<file path="src/rtl/cv32e40p_pkg.sv">
// Shared types and constants for the platform interrupt arbiter.
package cv32e40p_pkg;

    typedef enum logic [0:0] {
        IRQ_ARB_IDLE = 1'b0,
        IRQ_ARB_BUSY = 1'b1
    } irq_arb_state_e;

    localparam int unsigned IRQ_ARB_ID_NONE = 0;

endpackage

</file>
<file path="src/rtl/cv32e40p_irq_gateway.sv">
// Per-source interrupt gateway: edge/level capture, pending latch and in-service flag.
module cv32e40p_irq_gateway
    import cv32e40p_pkg::*;
(
    input  logic clk,
    input  logic rst,
    input  logic src_i,
    input  logic edge_mode_i,
    input  logic claim_i,
    input  logic complete_i,
    output logic pending_o,
    output logic in_service_o
);

    logic src_q, src_d;
    logic pending_q, pending_d;
    logic in_service_q, in_service_d;
    logic set;

    always_comb begin
        src_d = src_i;
        // A level source entering service on this edge must not re-pend from
        // the same high level; edges are never masked by service.
        if (edge_mode_i) begin
            set = src_i & ~src_q;
        end else begin
            set = src_i & ~(in_service_q | claim_i);
        end
        pending_d = set | (pending_q & ~claim_i);
        in_service_d = in_service_q;
        if (claim_i) begin
            in_service_d = 1'b1;
        end else if (complete_i) begin
            in_service_d = 1'b0;
        end
    end

    always_ff @(posedge clk) begin
        if (rst) begin
            src_q        <= 1'b0;
            pending_q    <= 1'b0;
            in_service_q <= 1'b0;
        end else begin
            src_q        <= src_d;
            pending_q    <= pending_d;
            in_service_q <= in_service_d;
        end
    end

    assign pending_o    = pending_q;
    assign in_service_o = in_service_q;

endmodule

</file>
<file path="src/rtl/cv32e40p_irq_arbiter.sv">
// Prioritising interrupt arbiter feeding the core MEI line, with a
// single-outstanding claim/complete handshake.
module cv32e40p_irq_arbiter
    import cv32e40p_pkg::*;
#(
    parameter int unsigned NUM_SRC = 16,
    parameter int unsigned PRIO_W  = 3,
    parameter int unsigned ID_W    = $clog2(NUM_SRC + 1)
) (
    input  logic                      clk,
    input  logic                      rst,
    input  logic [NUM_SRC-1:0]        src_i,
    input  logic [NUM_SRC-1:0]        edge_mode_i,
    input  logic [NUM_SRC-1:0]        enable_i,
    input  logic [NUM_SRC*PRIO_W-1:0] prio_i,
    input  logic [PRIO_W-1:0]         threshold_i,
    output logic                      irq_o,
    input  logic                      claim_i,
    output logic                      claim_rsp_o,
    output logic [ID_W-1:0]           claim_id_o,
    input  logic                      complete_i,
    input  logic [ID_W-1:0]           complete_id_i,
    output logic [NUM_SRC-1:0]        pending_o
);

    localparam logic [ID_W-1:0] ID_NONE = ID_W'(IRQ_ARB_ID_NONE);

    irq_arb_state_e state_q, state_d;
    logic [ID_W-1:0] active_id_q, active_id_d;
    logic [ID_W-1:0] best_id_q, best_id_d;
    logic            best_valid_q, best_valid_d;
    logic            claim_rsp_q, claim_rsp_d;
    logic [ID_W-1:0] claim_id_q, claim_id_d;
    logic            claim_go, complete_go;

    logic [NUM_SRC-1:0] pending;
    logic [NUM_SRC-1:0] in_service;
    logic [NUM_SRC-1:0] eligible;
    logic [NUM_SRC-1:0] gw_claim;
    logic [NUM_SRC-1:0] gw_complete;
    logic [PRIO_W-1:0]  prio_arr [NUM_SRC];

    generate
        for (genvar gi = 0; gi < NUM_SRC; gi++) begin : g_src
            assign prio_arr[gi]    = prio_i[gi*PRIO_W +: PRIO_W];
            assign eligible[gi]    = pending[gi] & enable_i[gi] & (prio_arr[gi] > threshold_i);
            assign gw_claim[gi]    = claim_go & (best_id_q == ID_W'(gi + 1));
            assign gw_complete[gi] = complete_go & (active_id_q == ID_W'(gi + 1));

            cv32e40p_irq_gateway u_gateway (
                .clk          (clk),
                .rst          (rst),
                .src_i        (src_i[gi]),
                .edge_mode_i  (edge_mode_i[gi]),
                .claim_i      (gw_claim[gi]),
                .complete_i   (gw_complete[gi]),
                .pending_o    (pending[gi]),
                .in_service_o (in_service[gi])
            );
        end
    endgenerate

    // Strict '>' while scanning upward keeps the lowest index on priority ties.
    always_comb begin
        logic [PRIO_W-1:0] best_prio;
        best_prio    = '0;
        best_valid_d = 1'b0;
        best_id_d    = ID_NONE;
        for (int k = 0; k < NUM_SRC; k++) begin
            if (eligible[k] && (!best_valid_d || (prio_arr[k] > best_prio))) begin
                best_valid_d = 1'b1;
                best_prio    = prio_arr[k];
                best_id_d    = ID_W'(k + 1);
            end
        end
    end

    always_comb begin
        state_d     = state_q;
        active_id_d = active_id_q;
        claim_rsp_d = 1'b0;
        claim_id_d  = ID_NONE;
        claim_go    = 1'b0;
        complete_go = 1'b0;
        irq_o       = 1'b0;
        case (state_q)
            IRQ_ARB_IDLE: begin
                irq_o = best_valid_q;
                if (claim_i) begin
                    claim_rsp_d = 1'b1;
                    if (best_valid_q) begin
                        claim_go    = 1'b1;
                        claim_id_d  = best_id_q;
                        active_id_d = best_id_q;
                        state_d     = IRQ_ARB_BUSY;
                    end
                end
            end
            IRQ_ARB_BUSY: begin
                if (claim_i) begin
                    claim_rsp_d = 1'b1;
                end
                if (complete_i && (complete_id_i == active_id_q)) begin
                    complete_go = 1'b1;
                    active_id_d = ID_NONE;
                    state_d     = IRQ_ARB_IDLE;
                end
            end
            default: state_d = IRQ_ARB_IDLE;
        endcase
    end

    always_ff @(posedge clk) begin
        if (rst) begin
            state_q      <= IRQ_ARB_IDLE;
            active_id_q  <= ID_NONE;
            best_valid_q <= 1'b0;
            best_id_q    <= ID_NONE;
            claim_rsp_q  <= 1'b0;
            claim_id_q   <= ID_NONE;
        end else begin
            state_q      <= state_d;
            active_id_q  <= active_id_d;
            best_valid_q <= best_valid_d;
            best_id_q    <= best_id_d;
            claim_rsp_q  <= claim_rsp_d;
            claim_id_q   <= claim_id_d;
        end
    end

    assign claim_rsp_o = claim_rsp_q;
    assign claim_id_o  = claim_id_q;
    assign pending_o   = pending;

endmodule
</file>
<file path="config.mk">
export PLATFORM = sky130hd
export DESIGN_NAME = cv32e40p_irq_arbiter
export DESIGN_NICKNAME = d
export VERILOG_FILES = /design/src/rtl/cv32e40p_pkg.sv /design/src/rtl/cv32e40p_irq_gateway.sv /design/src/rtl/cv32e40p_irq_arbiter.sv
export SDC_FILE = /design/constraint.sdc
export NUM_CORES = 1
export LEC_CHECK = 0
export BUFFER_PORTS_ARGS = -buffer_cell sky130_fd_sc_hd__buf_2
export CORE_MARGIN = 3
export CORE_UTILIZATION = 51
export DETAILED_ROUTE_END_ITERATION = 10
export PLACE_DENSITY = 0.79
export SLEW_MARGIN = 20
export SYNTH_ARGS = -nofsm -noshare
export SYNTH_HDL_FRONTEND = slang
export SYNTH_SLANG_ARGS = --single-unit
</file>
<file path="constraint.sdc">
create_clock -name clk -period 19.39 [get_ports clk]
set_clock_uncertainty 0.05 [all_clocks]
set_input_delay 0 -clock clk [delete_from_list [all_inputs] [get_ports clk]]
set_output_delay 0 -clock clk [all_outputs]
set_load 0.02 [all_outputs]
</file>
; Yosys cells after proc, flatten, opt, wreduce, memory -nomap -nowiden
; Cells that the tools add are included.
[op_classes]
n_addsub = 0
multipliers = 0
div = 0
n_lt_le_gt_ge = 31
eq_ne = 36
n_shift = 0
mux = 108
bitwise_logic = 195
n_reduce_logical = 65
[ops]
columns = op, n
row1 = $and 1x1->1, 112
row2 = $gt 3x3->1, 31
row3 = $mux 5, 17
row4 = $eq 5x4->1 const B, 16
row5 = $mux 1, 73
row6 = $not 1->1, 51
row7 = $mux 3, 15
row8 = $eq 5x3->1 const B, 8
row9 = $or 1x1->1, 32
row10 = $reduce_bool 2->1, 16
row11 = $eq 5x2->1 const B, 4
row12 = $logic_and 1x1->1, 16
row13 = $logic_not 1->1, 15
row14 = $logic_or 1x1->1, 15
row15 = $eq 5x1->1 const B, 2
row16 = $eq 5x5->1 const B, 2
row17 = $pmux 5 s2, 1
row18 = $eq 5x5->1, 1
row19 = $ne 2x2->1 const B, 2
row20 = $reduce_or 4->1, 1
row21 = $reduce_and 3->1, 1
row22 = $mux 2, 1
row23 = $ne 2x1->1 const B, 1
row24 = $pmux 1 s2, 1
row25 = $reduce_or 2->1, 1
[totals]
regBits = 66
latch_bits = 0
mem_bits_rw = 0
romBits = 0
output_inout_bits = 23
memories = 0

; Depth between registers and ports, before layout
; Gate-level depths: netlist (run 1).
[depth]
word_depth = 63
ltp_mapped = 127

; Hierarchy
; From an unflattened synthesis (run 1), not the netlist that was laid out.
[unflattened]
hier_cells = 754
hier_area_um2 = 6063.3
[by_module_without_submodules]
columns = mod, n_inst, cells_per_inst, area_each_um2, seq_area_each_um2
row1 = cv32e40p_irq_arbiter, 1, 562, 4221.5, 360.3
row2 = cv32e40p_irq_gateway, 16, 12, 115.1, 60.1

; Worst setup path after synthesis (run 1)
; OpenSTA, ideal clock, no wires.
[synth_timing]
kind = input-to-reg
start = in threshold_i[1]
end = reg best_id_q[0]
t_arrival_ps = 19458
required_ps = 19270
setup_slack_ps = -188
path_stages = 119
path_cell_list = inv_1 ha_1 nor2b_4 o311ai_2 nor2_1 nand2_1 ha_1 nand3_1 o21ai_0 or2_2 o211ai_1 and2_1 ha_1 nor2b_1 o21a_1 o21ai_1 a21o_1 a21o_1 [83 not listed] mux2_4 a31oi_4 ha_1 inv_1 a21o_1 a21oi_1 a31oi_1 o21ai_1 inv_1 nor2_1 a22oi_1 ha_1 a21o_1 a21oi_1 a31oi_1 o21bai_1 nand2b_1 a21oi_1
[synth_between]
elab_chain_cells = 63
[synth_rtl]
columns = item, line
row1 = from (decl), cv32e40p_irq_arbiter.sv:16  ; input logic [PRIO_W-1:0] threshold_i,
row2 = $gt 3x3->1, cv32e40p_irq_arbiter.sv:46  ; assign eligible[gi] = pending[gi] & enable_i[gi] & (prio_arr[gi] > threshold_i);
row3 = $and 1x1->1, cv32e40p_irq_arbiter.sv:46
row4 = $mux 3 or $mux 1 (tied branches), cv32e40p_irq_arbiter.sv:70  ; if (eligible[k] && (!best_valid_d || (prio_arr[k] > best_prio))) begin
row5 = $gt 3x3->1 or $logic_not 1->1 (tied branches), cv32e40p_irq_arbiter.sv:70
row6 = $logic_or 1x1->1, cv32e40p_irq_arbiter.sv:70
row7 = $logic_and 1x1->1, cv32e40p_irq_arbiter.sv:70
row8 = $mux 3 or $mux 1 (tied branches), cv32e40p_irq_arbiter.sv:70
row9 = $gt 3x3->1 or $logic_not 1->1 (tied branches), cv32e40p_irq_arbiter.sv:70
row10 = [47 not listed], -
row11 = $gt 3x3->1 or $logic_not 1->1 (tied branches), cv32e40p_irq_arbiter.sv:70
row12 = $logic_or 1x1->1, cv32e40p_irq_arbiter.sv:70
row13 = $logic_and 1x1->1, cv32e40p_irq_arbiter.sv:70
row14 = $mux 3 or $mux 1 (tied branches), cv32e40p_irq_arbiter.sv:70
row15 = $gt 3x3->1 or $logic_not 1->1 (tied branches), cv32e40p_irq_arbiter.sv:70
row16 = $logic_or 1x1->1, cv32e40p_irq_arbiter.sv:70
row17 = $logic_and 1x1->1, cv32e40p_irq_arbiter.sv:70
row18 = $reduce_or 2->1 (no source line), -
row19 = to (signal assigned), cv32e40p_irq_arbiter.sv:125  ; best_id_q <= best_id_d;
row20 = to (decl), cv32e40p_irq_arbiter.sv:30  ; logic [ID_W-1:0] best_id_q, best_id_d;
; Several ways; a longest one is shown, not always the timed one.
; A chain may end at the register's enable or synchronous reset.

; Final worst setup path (run 1)
; Same ends and word-level chain as after synthesis.

==> impl_metrics.yaml, run 1 <==
synthesis:
  ys_types: 82
  ys_async_sr_fraction: 0
  netlist_instances: 751
  syn-num-nets: 945
  yosysSeqAreaShare: 0.222
  synth_area_um2: 5950
  synth_area_per_cell_um2: 7.93
  synth_enable_flop_cells: 0
  yosys_warnings: 0
  ys_dominant_reg_cell: "dfxtp_1"
  ys_ff_latch: 66
detailed_routing:
  highest_layer: "met5"
  wl_met3_um: 1320
  met1Wirelength_um: 8270
  wl_per_cell_um: 17.9
  vias: 6516
  first_iter_violations: 467
  dr.pass1.iters: 6
  drc: 0
  vias_per_cell: 5.93
  routed_wl_um: 19700
  route.met2.wl_um: 9340
  antenna_left: 0
layout:
  antenna_cells: 0
  synthToLayoutAreaGrowth_pct: 38.7
  drive_above_1_share: 0.368
  num-nets-final: 1147
  fillers: 819
  fin_util: 0.742
worst_hold_path:
  min_from: "edge_mode_i[1]"
  whs_endpoint: "g_src[1].u_gateway.pending_o$_SDFF_PP0_"
  min_path_cells: 5
  worstHoldPathType: "in -> reg"
global_route:
  grt_antenna_before_repair: 1
  grt_pass1_vias: 5940
  grt_max_degree: 60
  grt_pass1_wl_um: 27900
  grt-ovfl-total: 0
  gr-usage-all-layers: 0.263
die:
  fp.dieW_um: 114
  start_util: 0.535
  dieHeight_um: 114
  ioPinCount: 131
  rows: 38
  core_um2: 11100
  die_area_um2: 13000
cts:
  cts_sinks: 66
  cts_tree: "yes"
  insertion_delay_ns: 0.33
  cts_buffers: 9
  clockBufferDepth: 2
  path_clk_slew_ns: 0.06
  htreeDepth: 3
  cts_root_buf: "clkbuf_16"
status:
  status: "finished with violations"
  violations: "setup timing"
placed_design:
  hpwlAfterDp_um: 13400
  pre_cts_ws_ns: -0.836
  routabilityCongestion: 0.981
  portBuffers: 130
critical_path:
  cp_num_buf_inv: 12
  critical_path_required_ns: 19.60
  cp_slowest_stage_delay_ns: 0.39
  endpoint_kind: "register"
  rr_endpoint: "best_id_q[0]$_SDFF_PP0_"
  crit_slowest_cell: "o311a_1"
  cp_max_fo: 5
  reg2reg_from: "g_src[0].u_gateway.pending_o$_SDFF_PP0_"
  path_depth: 121
  crit_arrival_ns: 19.93
  r2r_slack_ns: -0.28
  r2r_cells: 116
  cp-start-kind: "input port"
  crit_type: "in -> reg"
  cpMostUsedCell: "a21oi_2"
  cpLargestDelayFamily: "compound AO/OA/AOI/OAI gates"
timing:
  maxSlewHeadroom: 0.294
  holdWs_ns: 0.0535
  min_period_ns: 19.72
  tightest_slew_ns: 1.06
  clock.fmax_mhz: 50.7
  hold_violations: 0
  setup_viol: 5
  drv_slew: 0
  fin_crit_sh: 1.02
  grt_setup_unrepaired: "yes"
  setup_ws_ns: -0.332
job:
  drv_cap: 0
power_and_ir_drop:
  power.density_nw_per_um2: 69.2
  power_leakage_nw: 3.73
  power_w: 0.000571
  peakVddDrop_mv: 0.0485
[worst max path at each step]
stage | start | end | slack [ns]
after detailed placement | threshold_i[1] | best_id_q[3]$_SDFF_PP0_ | -0.84
final | threshold_i[1] | best_id_q[0]$_SDFF_PP0_ | -0.33
after global routing | threshold_i[1] | best_id_q[0]$_SDFF_PP0_ | -1.29
after CTS | threshold_i[1] | best_id_q[3]$_SDFF_PP0_ | 0.008
after floorplan | threshold_i[1] | best_id_q[0]$_SDFF_PP0_ | 0.04
after global placement | threshold_i[1] | best_id_q[3]$_SDFF_PP0_ | -0.26
[cell type report]
type | count | area, um^2 | share of cell area
well taps | 140 | 175 | 0.0212
repair buffers | 220 | 1390 | 0.169
clock inverters | 7 | 101 | 0.0123
flip-flops and latches | 66 | 1330 | 0.161
clock buffers | 9 | 225 | 0.0273
multi-input cells | 596 | 4810 | 0.582
inverters | 60 | 229 | 0.0277
[kinds of logic after synthesis]
logic type,count (synthesis),share of synthesized area
AOI/OAI and AO/OA,240,0.294
muxes,5,0.0103
DFF,66,0.222
xor gates and xnor gates,5,0.00736
buffers and inverters,89,0.0675
adders and majority gates,88,0.184
and+or+nand+nor,258,0.215
[metal layers]
metal / GRT usage / vias up
li1: - / 3127
met1: 0.350 / 3029
met2: 0.439 / 292
met3: 0.0568 / 66
met4: 0.0546 / 2
met5: 0 / -
[repair_timing]
item,CTS,global route
endpoints found under the setup margin,5,5
hold buffers,18,0
pin swaps,13,82
setup buffers,4,30
hold endpoints to repair,34,0
gates resized for setup,20,108
[worst reg2reg max path: cells and delay by family (launching register included)]
kind | cells | cell delay [ns]
flip-flops | 1 | 0.37
AND/OR/NAND/NOR | 22 | 2.98
multiplexers | 1 | 0.33
AO/OA/AOI/OAI | 67 | 10.86
adder cells (fa/ha/maj) | 16 | 4.04
buffers and inverters | 10 | 0.96
[registers in the layout (all words and copies together), names as in the netlist]
signal                        count
g_src.u_gateway.src_q            16
best_valid_q                      1
best_id_q                         5
g_src.u_gateway.pending_o        16
claim_id_o                        5
active_id_q                       5
g_src.u_gateway.in_service_o     16
state_q                           1
claim_rsp_o                       1
[metrics by stage]
| stage | TNS [ns] | cells | area, um^2 |
|---|---|---|---|
| floorplan | 0 | 751 | 5960 |
| detailed placement | -3.96 | 1030 | 6900 |
| global route | -6.25 | 1098 | 8260 |
| global placement | -1.09 | 1030 | 6900 |
| CTS | 0 | 1068 | 7530 |
| finish | -1.47 | 1098 | 8260 |
[synthesized netlist by cell type (3+ instances only)]
| library cell | count | area (um^2) |
|---|---|---|
| a211o_1 | 4 | 35.0 |
| a211oi_1 | 3 | 22.5 |
| a211oi_2 | 7 | 87.6 |
| a21o_1 | 12 | 90.1 |
| a21oi_1 | 64 | 320 |
| a22o_1 | 4 | 35.0 |
| a22oi_1 | 18 | 135 |
| a311oi_1 | 6 | 52.6 |
| a31oi_1 | 9 | 56.3 |
| and2_1 | 12 | 75.1 |
| and3_1 | 3 | 18.8 |
| buf_4 | 16 | 120 |
| clkbuf_1 | 12 | 45.0 |
| dfxtp_1 | 66 | 1320 |
| ha_1 | 86 | 1080 |
| inv_1 | 60 | 225 |
| nand2_1 | 69 | 259 |
| nand2b_1 | 7 | 43.8 |
| nand3_1 | 27 | 135 |
| nand3b_1 | 3 | 22.5 |
| nand4_1 | 3 | 18.8 |
| nor2_1 | 66 | 248 |
| nor2_2 | 3 | 18.8 |
| nor2b_1 | 38 | 238 |
| nor3_1 | 8 | 40.0 |
| nor4_1 | 3 | 18.8 |
| o211ai_1 | 4 | 30.0 |
| o21a_1 | 9 | 67.6 |
| o21ai_0 | 45 | 225 |
| o21ai_1 | 7 | 35.0 |
| o21bai_1 | 3 | 22.5 |
| o31ai_1 | 7 | 52.6 |
| or2_2 | 4 | 25.0 |
| xor2_1 | 4 | 35.0 |
[power by group]
group	switching, W	total [W]	internal (W)
Sequential	0.00000885	0.000152	0.000143
Clock	0.0000623	0.000176	0.000114
Combinational	0.000130	0.000243	0.000114
[layout by cell type, fill, tap and decap left out, drive strengths merged, types with 12 or more instances in the layout]
cell type	instances
a21o	12
a21oi	64
a22oi	18
and2	14
buf	202
dfxtp	66
dlygate4sd3	18
ha	86
inv	61
nand2	69
nand3	27
nor2	69
nor2b	40
o21ai	52
Power figures use the tool's default switching activity.
==> inputs of run 2 (changes only) <==
Settings changed: CORE_UTILIZATION 51 to 55, PLACE_DENSITY 0.79 to 0.81, SYNTH_HIERARCHICAL from default to 1.
Clock period 19.39 ns to 25.2 ns, I/O delays scaled along.
==> run 2 against run 1 <==
The run now ends clean. Largest power group unchanged. Critical path depth down 2. Setup slack better by 2.4 ns. Clock power down 51%. Utilization down 5.0 points. Critical path type unchanged. Critical endpoint is now best_id_q[2]$_SDFF_PP0_. Combinational power down 47%. Via count down 6.5%. First-iteration DRC count down 39%. Sequential cell count unchanged. Die area down 5.3%. Hold slack worse by 0.049 ns.
==> impl_metrics.yaml, run 2 <==
cts:
  cts_buffers: 9
  clockBufferDepth: 2
  cts_setup_buffers: 0
  insertion_delay_ns: 0.35
  cts_tree: "yes"
  cts_sinks: 66
  cts_root_buf: "clkbuf_8"
  path_clk_slew_ns: 0.07
  htreeDepth: 3
critical_path:
  crit_slowest_cell: "inv_1"
  critical_path_required_ns: 25.41
  rr_endpoint: "best_id_q[2]$_SDFF_PP0_"
  reg2reg_from: "g_src[0].u_gateway/pending_o$_SDFF_PP0_"
  r2r_slack_ns: 2.50
  cp_max_fo: 16
  crit_path_start: "threshold_i[2]"
  cp_slowest_stage_delay_ns: 0.55
  crit_type: "in -> reg"
  crit_arrival_ns: 23.37
  cpMostUsedCell: "a21oi_1"
  crit_path_end: "best_id_q[2]$_SDFF_PP0_"
  endpoint_kind: "register"
  r2r_cells: 116
  cp-start-kind: "input port"
timing:
  grt_setup_unrepaired: "no"
  fin_crit_sh: 0.919
  maxSlewHeadroom: 0.405
  clock.fmax_mhz: 43.2
  drv_slew: 0
  min_period_ns: 23.16
  hold_violations: 0
  setup_viol: 0
  tns_ns: 0
  tightest_slew_ns: 0.886
power_and_ir_drop:
  power_w: 0.000331
  p_sw_w: 0.000118
  pwr-share-clk: 0.260
  power.density_nw_per_um2: 45.5
  p_int_w: 0.000213
  swShare: 0.356
  peakVddDrop_mv: 0.0355
  power_leakage_nw: 3.23
  pwr-share-comb: 0.387
  p_seq_frac: 0.352
synthesis:
  synth_area_leaders: "dfxtp_1 (22%), ha_1 (18%), a21oi_1 (7.7%)"
  synth_enable_flop_cells: 0
  synth_area_um2: 6060
  synth_top_area_frac: 0.218
  yosysSeqAreaShare: 0.218
  netlist_instances: 754
  yosysTopAreaCell: "dfxtp_1"
  ys_async_sr_fraction: 0
  ys_ff_latch: 66
  syn-num-nets: 948
  synth_common_cells: "a21oi_1 (93), ha_1 (86), dfxtp_1 (66)"
  ys_dominant_reg_cell: "dfxtp_1"
  ys_types: 78
  yosysMostFrequentCell: "a21oi_1"
  synth_area_per_cell_um2: 8.04
  yosys_warnings: 6
job:
  drv_cap: 0
detailed_routing:
  first_iter_violations: 286
  antenna_left: 0
  dr.pass1.iters: 5
  drc: 0
  vias_per_cell: 5.79
  vias: 6091
  wl_per_cell_um: 15.4
  routed_wl_um: 16200
global_route:
  gr-usage-all-layers: 0.258
  grt_antenna_before_repair: 0
  grt-ovfl-total: 0
  grt_max_degree: 60
  grt_pass1_vias: 5803
  grt_pass1_wl_um: 26900
layout:
  fin_util: 0.692
  antenna_cells: 0
  synthToLayoutAreaGrowth_pct: 19.9
  finish.cell_count_without_fillers: 1052
  num-nets-final: 1105
  mostFrequentLayoutCells: "buf_2 (130), a21oi_1 (93), ha_1 (86)"
  drive_above_1_share: 0.223
  final_common_cell: "buf_2"
worst_hold_path:
  worstHoldPathType: "in -> reg"
placed_design:
  portBuffers: 130
  hpwlAfterDp_um: 12700
  dp.cells: 1015
  routabilityCongestion: 0.922
die:
  ioPinCount: 131
  core_um2: 10500
  start_util: 0.577
  die_area_um2: 12300
  dieHeight_um: 111
  rows: 37
  fp.dieW_um: 111
status:
  status: "completed"
-- run 2: cell types whose count changed after synthesis, moves of 8 or more --
cell,before,now
a21oi_1,64,93
o21ai_0,45,20
nand2_1,69,47
buf_4,16,0
nor3_2,1,17
a22oi_1,18,3
nand2b_1,7,20
o21bai_1,3,16
nor2b_1,38,50
nor2_1,66,55
clkbuf_1,12,4
-- run 2: power by group through the flow --
stage	registers (W)	clock network [W]	logic (W)
global placement	0.000119	0	0.000121
global route	0.000117	0.0000924	0.000145
finish	0.000117	0.0000861	0.000128
floorplan	0.000119	0	0.0000876
CTS	0.000117	0.0000882	0.000127
detailed placement	0.000119	0	0.000124
-- run 2: cell type report --
type | count | area, um^2
multi-input cells | 622 | 4490
fillers | 886 | 3240
repair buffers | 153 | 876
inverters | 59 | 221
clock buffers | 9 | 124
clock inverters | 7 | 68.8
flip-flops and latches | 66 | 1320
well taps | 136 | 170
-- run 2: layer usage --
layer,GRT usage,share of wire
met1,0.336,0.45
met2,0.434,0.45
met3,0.0524,0.076
met4,0.0706,0.023
met5,0,0
-- run 2: cells by family (layout without fill, tap and decap cells) --
kind of cell / after synthesis / count (layout) / share of synthesized area
simple gates: 291 / 291 / 0.272
fa+ha+maj: 87 / 87 / 0.179
flops: 66 / 66 / 0.218
buf+inv: 66 / 228 / 0.0415
xor+xnor: 5 / 5 / 0.00722
mux: 2 / 2 / 0.00433
compound gates: 237 / 237 / 0.278
-- run 2: what timing repair did --
item / CTS / global route
endpoints found under the setup margin: 0 / 0
hold endpoints to repair: 34 / 0
resized for setup: 0 / 0
hold buffers: 21 / 0
-- run 2: critical path, delay by kind of cell --
kind / cells / cell delay (ns)
multiplexers: 1 / 0.39
AO/OA/AOI/OAI: 64 / 12.22
buffers and inverters: 6 / 0.94
AND/OR/NAND/NOR: 32 / 5.12
adder cells (fa/ha/maj): 16 / 4.68
-- run 2: per-stage QoR --
stage | hold WS, ns | setup WS [ns] | instance area (um^2)
final | 0.00423 | 2.04 | 7270
after detailed placement | 0.186 | 2.00 | 6870
after global routing | 0.0374 | 0.0912 | 7270
after floorplan | 0.0191 | 5.10 | 6060
after CTS | 0.00137 | 2.32 | 7270
after global placement | 0.179 | 2.54 | 6870
-- run 2: how the worst min path moves through the flow --
| stage | startpoint | slack, ns | cells past startpoint | to |
|---|---|---|---|---|
| 3_5_place_dp | src_i[2] | 0.19 | 2 | g_src[2].u_gateway/src_q$_SDFF_PP0_ |
| 4_1_cts | edge_mode_i[11] | 0.001 | 4 | g_src[11].u_gateway/pending_o$_SDFF_PP0_ |
| 2_1_floorplan | rst | 0.02 | 1 | g_src[0].u_gateway/in_service_o$_SDFFE_PP0P_ |
| 3_3_place_gp | src_i[2] | 0.18 | 2 | g_src[2].u_gateway/src_q$_SDFF_PP0_ |
| 6_report | edge_mode_i[11] | 0.004 | 4 | g_src[11].u_gateway/pending_o$_SDFF_PP0_ |
| 5_1_grt | edge_mode_i[12] | 0.04 | 4 | g_src[12].u_gateway/pending_o$_SDFF_PP0_ |
==> inputs of run 3 (changes only) <==
Settings changed: PLACE_DENSITY 0.81 to 0.89, SYNTH_HIERARCHICAL 1 to default.
==> run 3 against run 2 <==
Utilization is 1.9 points lower. Fmax up 3.8%. Hold slack gained 0.022 ns. Critical path depth decreased by 2. Via count is essentially flat. Global-route usage up 1.3 points. Combinational power grew 3%. Highest routed layer is now met5.
==> impl_metrics.yaml, run 3 (synthesis results as in run 1) <==
status:
  status: "completed"
timing:
  min_period_ns: 22.32
  tightest_slew_ns: 1.06
  hold_violations: 0
  fin_crit_sh: 0.886
  grt_setup_unrepaired: "no"
  setup_viol: 0
  tns_ns: 0
  drv_slew: 0
  clock.fmax_mhz: 44.8
  setup_ws_ns: 2.88
  maxSlewHeadroom: 0.292
layout:
  final_common_cell: "buf_2"
  final_area_um2: 7010
  drive_above_1_share: 0.212
  mostFrequentLayoutCells: "buf_2 (130), ha_1 (86), nand2_1 (69)"
  synthToLayoutAreaGrowth_pct: 17.8
  num-nets-final: 1076
  multiInputGateArea_um2: 4230
  register_area_um2: 1320
  fin_util: 0.673
  antenna_cells: 0
  fillers: 854
detailed_routing:
  vias: 6095
  antenna_left: 0
  dr.pass1.iters: 5
  drc: 0
  vias_per_cell: 5.96
  routed_wl_um: 16600
  first_iter_violations: 399
  wl_per_cell_um: 16.2
power_and_ir_drop:
  power.density_nw_per_um2: 49.7
  p_sw_w: 0.000124
  pwr-share-clk: 0.284
  swShare: 0.356
  pwr-share-comb: 0.379
  p_seq_frac: 0.337
  peakVddDrop_mv: 0.0326
  p_int_w: 0.000224
  power_leakage_nw: 3.25
cts:
  cts_sinks: 66
  htreeDepth: 3
  clockBufferDepth: 2
  cts_resized: 0
  cts_setup_buffers: 0
  path_clk_slew_ns: 0.07
  cts_root_buf: "clkbuf_8"
  cts_buffers: 9
  insertion_delay_ns: 0.35
  cts_tree: "yes"
critical_path:
  path_depth: 117
  critical_path_required_ns: 25.43
  crit_arrival_ns: 22.56
  crit_slowest_cell: "inv_1"
  cpMostUsedCell: "a21oi_1"
  cp_max_fo: 16
  endpoint_kind: "register"
  cpLargestDelayFamily: "compound AO/OA/AOI/OAI gates"
  cp-start-kind: "input port"
  r2r_cells: 113
  crit_type: "in -> reg"
  cp_slowest_stage_delay_ns: 0.52
  cp_num_buf_inv: 7
global_route:
  grt_max_degree: 60
  grt_pass1_wl_um: 26300
  grt_antenna_before_repair: 2
  gr-usage-all-layers: 0.271
  grt-ovfl-total: 0
  grt_pass1_vias: 5713
die:
  rows: 37
  ioPinCount: 131
  core_um2: 10400
  start_util: 0.571
  dieHeight_um: 110
  die_area_um2: 12100
  fp.dieW_um: 110
worst_hold_path:
  min_path_cells: 5
  worstHoldPathType: "in -> reg"
job:
  drv_cap: 0
placed_design:
  pre_cts_ws_ns: 2.85
  portBuffers: 130
  routabilityCongestion: 0.964
  dpl_cell_area_um2: 6600
  hpwlAfterDp_um: 13100
## run 3: worst paths after layout
path | start | endpoint | slack (ns)
max | threshold_i[1] | best_id_q[2]$_SDFF_PP0_ | 2.88
min | edge_mode_i[7] | g_src[7].u_gateway.pending_o$_SDFF_PP0_ | 0.03
max reg2reg | g_src[0].u_gateway.pending_o$_SDFF_PP0_ | best_id_q[2]$_SDFF_PP0_ | 3.17
min reg2reg | g_src[8].u_gateway.in_service_o$_SDFFE_PP0P_ | g_src[8].u_gateway.in_service_o$_SDFFE_PP0P_ | 0.44
## run 3: per-layer routing
metal,up-vias,GRT usage,wire [um]
li1,2974,-,-
met1,2786,0.340,7130
met3,41,0.0542,1330
met4,4,0.0846,379
met5,-,0,27
met2,290,0.467,7680
## run 3: layout make-up
| type | count | share of cell area |
|---|---|---|
| inverters | 60 | 0.0321 |
| well taps | 136 | 0.0243 |
| clock inverters | 7 | 0.0143 |
| clock buffers | 9 | 0.0177 |
| multi-input cells | 596 | 0.603 |
| repair buffers | 149 | 0.120 |
| flip-flops and latches | 66 | 0.188 |
## run 3: worst register-to-register path: cells and delay by family (launching register included)
kind,cells,cell delay [ns]
fa+ha+maj,16,4.53
simple gates,25,3.73
compound gates,65,12.26
mux,2,0.65
flops,1,0.43
buf+inv,5,0.34
## run 3: through the flow
| step | std cells | total power (W) | hold WS, ns |
|---|---|---|---|
| after floorplan | 751 | 0.000213 | 0.0782 |
| final | 1023 | 0.000348 | 0.0267 |
| after global placement | 988 | 0.000242 | 0.174 |
| after detailed placement | 988 | 0.000247 | 0.183 |
| after CTS | 1023 | 0.000348 | 0.0173 |
| after global routing | 1023 | 0.000372 | 0.0375 |
## run 3: power groups by stage
stage / registers (W) / clock network [W] / logic, W
floorplan: 0.000115 / 0 / 0.0000972
finish: 0.000117 / 0.0000989 / 0.000132
global route: 0.000118 / 0.000106 / 0.000148
detailed placement: 0.000119 / 0 / 0.000128
global placement: 0.000119 / 0 / 0.000123
CTS: 0.000117 / 0.000101 / 0.000130
## run 3: what timing repair did
item / 4_1_cts / 5_1_grt
hold buffers: 19 / 0
endpoints found under the hold margin: 34 / 0
setup endpoints to repair: 0 / 0
